## src/rtl/fsk_mod_pkg.sv

```systemverilog
// Shared types and helpers for the FSK modulator NCO: mode encoding,
// noise LFSR constants and the output saturation function.
package fsk_mod_pkg;

    typedef enum logic [1:0] {
        MODE_OFF       = 2'd0,
        MODE_CW        = 2'd1,
        MODE_FSK       = 2'd2,
        MODE_FSK_BURST = 2'd3
    } mode_e;

    // Galois form of x^16 + x^14 + x^13 + x^11 + 1, shifting right
    localparam logic [15:0] LFSR_SEED = 16'hACE1;
    localparam logic [15:0] LFSR_TAPS = 16'hB400;

    function automatic logic [15:0] lfsr_step(input logic [15:0] s);
        return s[0] ? ((s >> 1) ^ LFSR_TAPS) : (s >> 1);
    endfunction

    function automatic int sat(input int v, input int w);
        int hi;
        int lo;
        hi = (1 << (w - 1)) - 1;
        lo = -(1 << (w - 1));
        if (v > hi) return hi;
        if (v < lo) return lo;
        return v;
    endfunction

endpackage

```

## src/rtl/fsk_sin_lut.sv

```systemverilog
// Quarter-wave sine magnitude ROM, contents built at elaboration,
// with a single registered read port.
module fsk_sin_lut #(
    parameter int AW    = 8,
    parameter int MAG_W = 11
) (
    input  logic             clk,
    input  logic [AW-1:0]    addr,
    output logic [MAG_W-1:0] mag
);
    localparam int  DEPTH   = 1 << AW;
    localparam real PI_HALF = 1.5707963267948966;

    // Entries sit at half-step offsets so the mirrored quadrants reuse them exactly
    function automatic logic [DEPTH*MAG_W-1:0] build_rom();
        logic [DEPTH*MAG_W-1:0] rom;
        real amp;
        real x;
        rom = '0;
        amp = real'((1 << MAG_W) - 1);
        for (int i = 0; i < DEPTH; i++) begin
            x = amp * $sin(PI_HALF * (real'(i) + 0.5) / real'(DEPTH));
            rom[i*MAG_W +: MAG_W] = MAG_W'($rtoi(x + 0.5));
        end
        return rom;
    endfunction

    localparam logic [DEPTH*MAG_W-1:0] ROM = build_rom();

    // NOTE: the read register has no reset; it maps onto ROM/BRAM output
    // registers, and the pipeline valid bits decide when its value matters.
    always_ff @(posedge clk) begin
        mag <= ROM[int'(addr)*MAG_W +: MAG_W];
    end

endmodule

```

## src/rtl/fsk_mod_nco.sv

```systemverilog
// FSK modulator: symbol-scaled frequency word drives a phase accumulator,
// quarter-wave LUT gives the sine, LFSR noise is added with saturation.
module fsk_mod_nco
    import fsk_mod_pkg::*;
#(
    parameter int IN_W    = 9,
    parameter int PHASE_W = 24,
    parameter int LUT_AW  = 8,
    parameter int OUT_W   = 12,   // noise taps lfsr[OUT_W-1:0], so OUT_W <= 16
    parameter int DIV     = 1
) (
    input  logic                      clk,
    input  logic                      rst,
    input  logic [PHASE_W-1:0]        fc_word,
    input  logic [PHASE_W-1:0]        fdev_word,
    input  logic [3:0]                noise_shift,
    input  logic [1:0]                mode,
    input  logic signed [IN_W-1:0]    gf_in,
    input  logic                      gf_valid,
    output logic                      gf_ready,
    output logic signed [OUT_W-1:0]   sig_out,
    output logic                      sig_valid,
    output logic                      underrun
);
    localparam int IDX_W  = LUT_AW + 2;
    localparam int MAG_W  = OUT_W - 1;
    localparam int PROD_W = PHASE_W + IN_W;
    localparam int DIV_W  = (DIV > 1) ? $clog2(DIV) : 1;
    localparam logic [DIV_W-1:0] DIV_LAST = DIV_W'(DIV - 1);

    mode_e mode_cur;
    assign mode_cur = mode_e'(mode);

    logic [DIV_W-1:0] div_cnt;
    logic             tick;

    assign tick     = (div_cnt == DIV_LAST);
    assign gf_ready = tick;

    // NOTE: all clocked state uses non-blocking assignments so every register
    // samples pre-edge values, independent of statement order.
    always_ff @(posedge clk) begin
        if (rst)       div_cnt <= '0;
        else if (tick) div_cnt <= '0;
        else           div_cnt <= div_cnt + DIV_W'(1);
    end

    logic signed [IN_W-1:0]   gf_q;
    logic signed [PROD_W-1:0] fdev_ext;
    logic signed [PROD_W-1:0] gf_ext;
    logic signed [PROD_W-1:0] dev_prod;
    logic [PHASE_W-1:0]       dev_word;
    logic [PHASE_W-1:0]       f_word;
    logic [PHASE_W-1:0]       phase;
    logic                     unused_prod;

    assign fdev_ext    = {{IN_W{fdev_word[PHASE_W-1]}}, fdev_word};
    assign gf_ext      = {{PHASE_W{gf_q[IN_W-1]}}, gf_q};
    assign dev_prod    = fdev_ext * gf_ext;
    // Arithmetic >>> (IN_W-1) then truncation to PHASE_W is just a bit slice
    assign dev_word    = dev_prod[IN_W-1 +: PHASE_W];
    assign unused_prod = ^{dev_prod[PROD_W-1], dev_prod[IN_W-2:0]};

    // NOTE: combinational outputs get a default before the case so no path
    // leaves them unassigned and no latch is inferred.
    always_comb begin
        f_word = '0;
        case (mode_cur)
            MODE_CW:                  f_word = fc_word;
            MODE_FSK, MODE_FSK_BURST: f_word = fc_word + dev_word;
            default:                  f_word = '0;
        endcase
    end

    logic [15:0] lfsr;

    always_ff @(posedge clk) begin
        if (rst) begin
            phase    <= '0;
            gf_q     <= '0;
            underrun <= 1'b0;
            lfsr     <= LFSR_SEED;
        end else if (tick) begin
            phase <= phase + f_word;
            lfsr  <= lfsr_step(lfsr);
            if (gf_valid) begin
                gf_q <= gf_in;
            end else if (mode_cur == MODE_FSK) begin
                underrun <= 1'b1;
            end else if (mode_cur == MODE_FSK_BURST) begin
                gf_q     <= '0;
                underrun <= 1'b1;
            end
        end
    end

    logic                    blank_now;
    logic signed [OUT_W-1:0] lfsr_s;
    logic signed [OUT_W-1:0] noise;

    assign blank_now = (mode_cur == MODE_OFF) ||
                       (mode_cur == MODE_FSK_BURST && !gf_valid);
    assign lfsr_s    = lfsr[OUT_W-1:0];

    // Kept out of a ?: with '0 so the shift stays signed (arithmetic)
    always_comb begin
        noise = '0;
        if (int'(noise_shift) < OUT_W) noise = lfsr_s >>> noise_shift;
    end

    logic                    s1_valid;
    logic [IDX_W-1:0]        s1_idx;
    logic                    s1_blank;
    logic signed [OUT_W-1:0] s1_noise;
    logic [1:0]              s1_quad;
    logic [LUT_AW-1:0]       lut_addr;
    logic [MAG_W-1:0]        lut_mag;

    always_ff @(posedge clk) begin
        if (rst) begin
            s1_valid <= 1'b0;
            s1_idx   <= '0;
            s1_blank <= 1'b0;
            s1_noise <= '0;
        end else begin
            s1_valid <= tick;
            if (tick) begin
                s1_idx   <= phase[PHASE_W-1 -: IDX_W];
                s1_blank <= blank_now;
                s1_noise <= noise;
            end
        end
    end

    // Quadrants 1 and 3 run the table backwards; 2 and 3 are negated
    assign s1_quad  = s1_idx[IDX_W-1 -: 2];
    assign lut_addr = s1_quad[0] ? ~s1_idx[LUT_AW-1:0] : s1_idx[LUT_AW-1:0];

    fsk_sin_lut #(
        .AW    (LUT_AW),
        .MAG_W (MAG_W)
    ) u_lut (
        .clk  (clk),
        .addr (lut_addr),
        .mag  (lut_mag)
    );

    logic                    s2_valid;
    logic                    s2_neg;
    logic                    s2_blank;
    logic signed [OUT_W-1:0] s2_noise;

    always_ff @(posedge clk) begin
        if (rst) begin
            s2_valid <= 1'b0;
            s2_neg   <= 1'b0;
            s2_blank <= 1'b0;
            s2_noise <= '0;
        end else begin
            s2_valid <= s1_valid;
            s2_neg   <= s1_quad[1];
            s2_blank <= s1_blank;
            s2_noise <= s1_noise;
        end
    end

    logic signed [OUT_W-1:0] sine;
    logic signed [OUT_W:0]   sum;
    logic signed [OUT_W-1:0] sig_next;

    always_comb begin
        sine = '0;
        if (!s2_blank) sine = s2_neg ? -$signed({1'b0, lut_mag}) : $signed({1'b0, lut_mag});
        sum      = {sine[OUT_W-1], sine} + {s2_noise[OUT_W-1], s2_noise};
        sig_next = OUT_W'(sat(int'(sum), OUT_W));
    end

    always_ff @(posedge clk) begin
        if (rst) begin
            sig_out   <= '0;
            sig_valid <= 1'b0;
        end else begin
            sig_valid <= s2_valid;
            if (s2_valid) sig_out <= sig_next;
        end
    end

endmodule

```

## config.mk

```make
export PLATFORM = sky130hd
export DESIGN_NAME = fsk_mod_nco
export DESIGN_NICKNAME = d
export VERILOG_FILES = /design/src/rtl/fsk_mod_pkg.sv /design/src/rtl/fsk_sin_lut.sv /design/src/rtl/fsk_mod_nco.sv
export SDC_FILE = /design/constraint.sdc
export NUM_CORES = 1
export LEC_CHECK = 0
export ABC_CLOCK_PERIOD_IN_PS = 8800
export CORE_ASPECT_RATIO = 1.75
export CORE_UTILIZATION = 50
export DETAILED_ROUTE_END_ITERATION = 8
export DONT_BUFFER_PORTS = 1
export GPL_TIMING_DRIVEN = 0
export PLACE_DENSITY = 0.68
export SLEW_MARGIN = 5
export SYNTH_ARGS = -nofsm -noshare
export SYNTH_HDL_FRONTEND = slang
export SYNTH_SLANG_ARGS = --single-unit
```

## constraint.sdc

```tcl
create_clock -name clk -period 8.8 [get_ports clk]
set_input_delay 0.88 -clock clk [delete_from_list [all_inputs] [get_ports clk]]
set_output_delay 0.88 -clock clk [all_outputs]
set_load 0.05 [all_outputs]
```

==> impl_metrics.csv <==
group,metric,value,unit
yosys,ys_warn_count,0,
layout,areaGrowthSynthToFinish,9.38,%
setup_path,r2r-end,"phase[23]",
power,power,0.00452,W
global_routing,met2_usage,0.703,
drt,wl_per_cell,24.5,µm
placed_design,io_buffers,0,
global_routing,grt_overflow,0,
sta,rsz0062_at_grt,"yes",
layout,layout_common_cells,"nand2_1 (262), nor2_1 (189), fa_1 (174), inv_1 (137), a21oi_1 (135)",
layout,mostFrequentLayoutCell,"nand2_1",
yosys,synth_compound_area_frac,0.221,
setup_path,reg2reg_depth,38,
yosys,syn_inst,2155,
clock_network,clk_pin_slew,70,ps
placed_design,dp_slack,-1550,ps
clock_network,tritoncts,"done",
sta,whs,451,ps
die,die_w,142,µm
global_routing,use_met3,0.0734,
power,p_per_area,241,nW/µm²
drt,routed_wl,64900,µm
power,p_leak,8.34,nW
yosys,synthMuxAreaShare,0.0289,
global_routing,grt_use_total,0.384,
yosys,syn-num-nets,2532,
power,seqPwrFrac,0.155,
power,swShare,0.525,
yosys,synth_edf_count,0,
setup_path,start_kind,"flip-flop",
global_routing,busiest_layer,"met2",
yosys,syn-cell-area,17200,µm²
power,p_clk_frac,0.168,
yosys,synth_area_per_cell,7.96,µm²
die,die_y,247,µm
setup_path,cp-end-kind,"flip-flop",
sta,timing.final.crit_share,1.02,
yosys,ys_ff_latch,114,
yosys,synthAdderAreaFrac,0.306,
drt,firstDrtPassIters,5,
yosys,synth_flop_cell,"dfxtp_1",
die,initial_core_util,0.509,
power,power.switching,0.00237,W
sta,clock_skew,13.4,ps
drt,avgViaCountPerCell,6.23,
die,design.die.area,35100,µm²
global_routing,grt_pass1_wl,99500,µm
setup_path,critPathSlowestCell,"fa_1",
sta,setup_viol,1,
hold_path,min_from,"s1_noise[3]",
global_routing,use_met1,0.352,
power,p_int,0.00215,W
yosys,yosys.area_share.xor_xnor,0.0479,
clock_network,cts_hold_buf,0,
setup_path,path_max_fanout,10,
global_routing,antenna_found_initial,3,
clock_network,h-tree-depth,4,
setup_path,critPathArrivalTime,9240,ps
yosys,synth_simple_gate_area_share,0.202,
clock_network,insertion_delay,440,ps
yosys,synth_seq_area_share,0.133,
sta,worst_slack,-140,ps
sta,hold_viol_final,0,
drt,antenna_left,0,
yosys,synth_top_family_by_area,"adder cells",
setup_path,regToRegSetupSlack,-140,ps
drt,drtIter0Drc,964,
status,violations,"negative setup slack",
placed_design,gp_congestion,1.02,
clock_network,clock_path_buffers,2,
layout,final_layout_size_suffix_gt1_frac,0.0632,
setup_path,max_stage_delay,490,ps
die,fp-row-count,89,
placed_design,dp_hpwl,52000,µm
yosys,synth_cell_types,85,
sta,finalWorstPathRequiredPeriod,8940,ps
hold_path,min_path_cells,1,
global_routing,grt_pass1_vias,17700,
power,comb_power_share,0.677,
layout,finalNetCount,2562,
setup_path,cp_data_required_time,9100,ps
drt,vias,16500,
sta,drv_slew,0,
setup_path,setup.worst_path.class,"reg -> reg",
yosys,async_reset_ff_frac,0,
hold_path,holdPathEnd,"s2_noise[3]",
status,status,"complete, but fails checks",
clock_network,cts_root_buffer,"clkbuf_16",
global_routing,grt_max_degree,17,
clock_network,cts-buffers-inserted,17,
sta,worstMarginPinSlew,1420,ps
die,core_area,33700,µm²
die,ioPinCount,81,
layout,fillerInstances,3262,
clock_network,cts_sinks,114,
drt,drc,0,
sta,timing.slew.headroom,0.0481,
hold_path,hp-class,"reg -> reg",
power,peakVddDrop,115,µV
setup_path,r2r_start,"gf_q[4]",
run,maxCapViolations,0,
sta,timing.fmax,0.112,GHz
layout,final_core_util,0.556,
setup_path,crit_path_frequent_cell,"fa_1",
-- sequential cells by signal, indices dropped and copies added (netlist names), 9 cells and up --
| register | count |
|---|---|
| phase | 24 |
| lfsr | 16 |
| s1_noise | 12 |
| s2_noise | 12 |
| sig_out | 12 |
| u_lut.mag | 11 |
| s1_idx | 10 |
| gf_q | 9 |
-- layer usage --
| metal | vias up | share of wire |
|---|---|---|
| met2 | 708 | 0.52 |
| met5 | - | 0.00023 |
| li1 | 7529 | - |
| met4 | 2 | 0.10 |
| met3 | 307 | 0.055 |
| met1 | 8001 | 0.32 |
-- synthesized netlist by cell type, drive strengths merged (31+ instances only) --
master / instances / area share
a31oi: 35 / 0.013
a21oi: 141 / 0.041
dfxtp: 114 / 0.13
inv: 139 / 0.030
and2: 106 / 0.039
a211oi: 31 / 0.015
ha: 137 / 0.10
clkbuf: 103 / 0.023
fa: 174 / 0.20
nor2: 191 / 0.042
xnor2: 65 / 0.033
nor3: 35 / 0.010
buf: 33 / 0.0078
nor2b: 54 / 0.020
nand2: 262 / 0.057
o21ai: 122 / 0.036
mux2i: 36 / 0.021
-- per-stage QoR --
stage / instances / area (µm²) / TNS (ps)
final: 2654 / 18800 / -140
after global routing: 2653 / 18800 / -549
after CTS: 2650 / 18700 / 0
after detailed placement: 2610 / 17800 / -6850
after global placement: 2610 / 17800 / -5130
after floorplan: 2155 / 17200 / 0
-- kinds of logic (layout without fill, tap and decap cells) --
group / count (synthesis) / count (layout)
and+or+nand+nor: 740 / 740
DFF: 114 / 114
muxes: 43 / 43
adders and majority gates: 315 / 315
xor gates and xnor gates: 93 / 93
buffers and inverters: 279 / 322
AOI/OAI and AO/OA: 570 / 570
other: 1 / 2
-- layout make-up --
cell class	count	area, µm²	area share
Sequential cell	114	2300	0.123
Inverter	143	537	0.0286
Antenna cell	1	2.50	0.000133
Clock buffer	18	439	0.0234
Timing Repair Buffer	14	105	0.00560
Tap cell	455	569	0.0303
Clock inverter	14	191	0.0102
Buffer	133	621	0.0331
Multi-Input combinational cell	1762	14000	0.746
-- timing repair --
action                                  CTS  global route
pin swaps                                 9             4
endpoints found under the setup margin   12             6
buffers inserted                         11             2
resized for setup                        60            15
-- worst max-delay path, delay by kind of cell, from the launching register on --
| family | cells | cell delay, ps |
|---|---|---|
| compound gates | 17 | 3230 |
| fa+ha+maj | 8 | 3030 |
| simple gates | 8 | 1380 |
| buf+inv | 4 | 570 |
| flops | 1 | 450 |
| xor+xnor | 1 | 150 |
-- worst max path at each step --
stage                            start   endpoint  slack, ps  cells after the start
final                          gf_q[4]  phase[23]       -140                     38
after global routing           gf_q[0]  phase[23]       -480                     38
after CTS                      gf_q[2]  phase[23]          3                     36
after detailed placement       gf_q[0]  phase[23]      -1550                     38
after global placement         gf_q[2]  phase[23]      -1340                     39
after floorplan           fdev_word[3]  phase[23]         20                     37
-- power by group through the flow --
stage               combinational [W]  clock, W  sequential, W
global route                  0.00330  0.000795       0.000710
detailed placement            0.00285         0       0.000708
global placement              0.00284         0       0.000704
CTS                           0.00292  0.000767       0.000698
finish                        0.00306  0.000761       0.000701
floorplan                     0.00200         0       0.000682
Note: power is estimated with default switching activity, not from simulation.
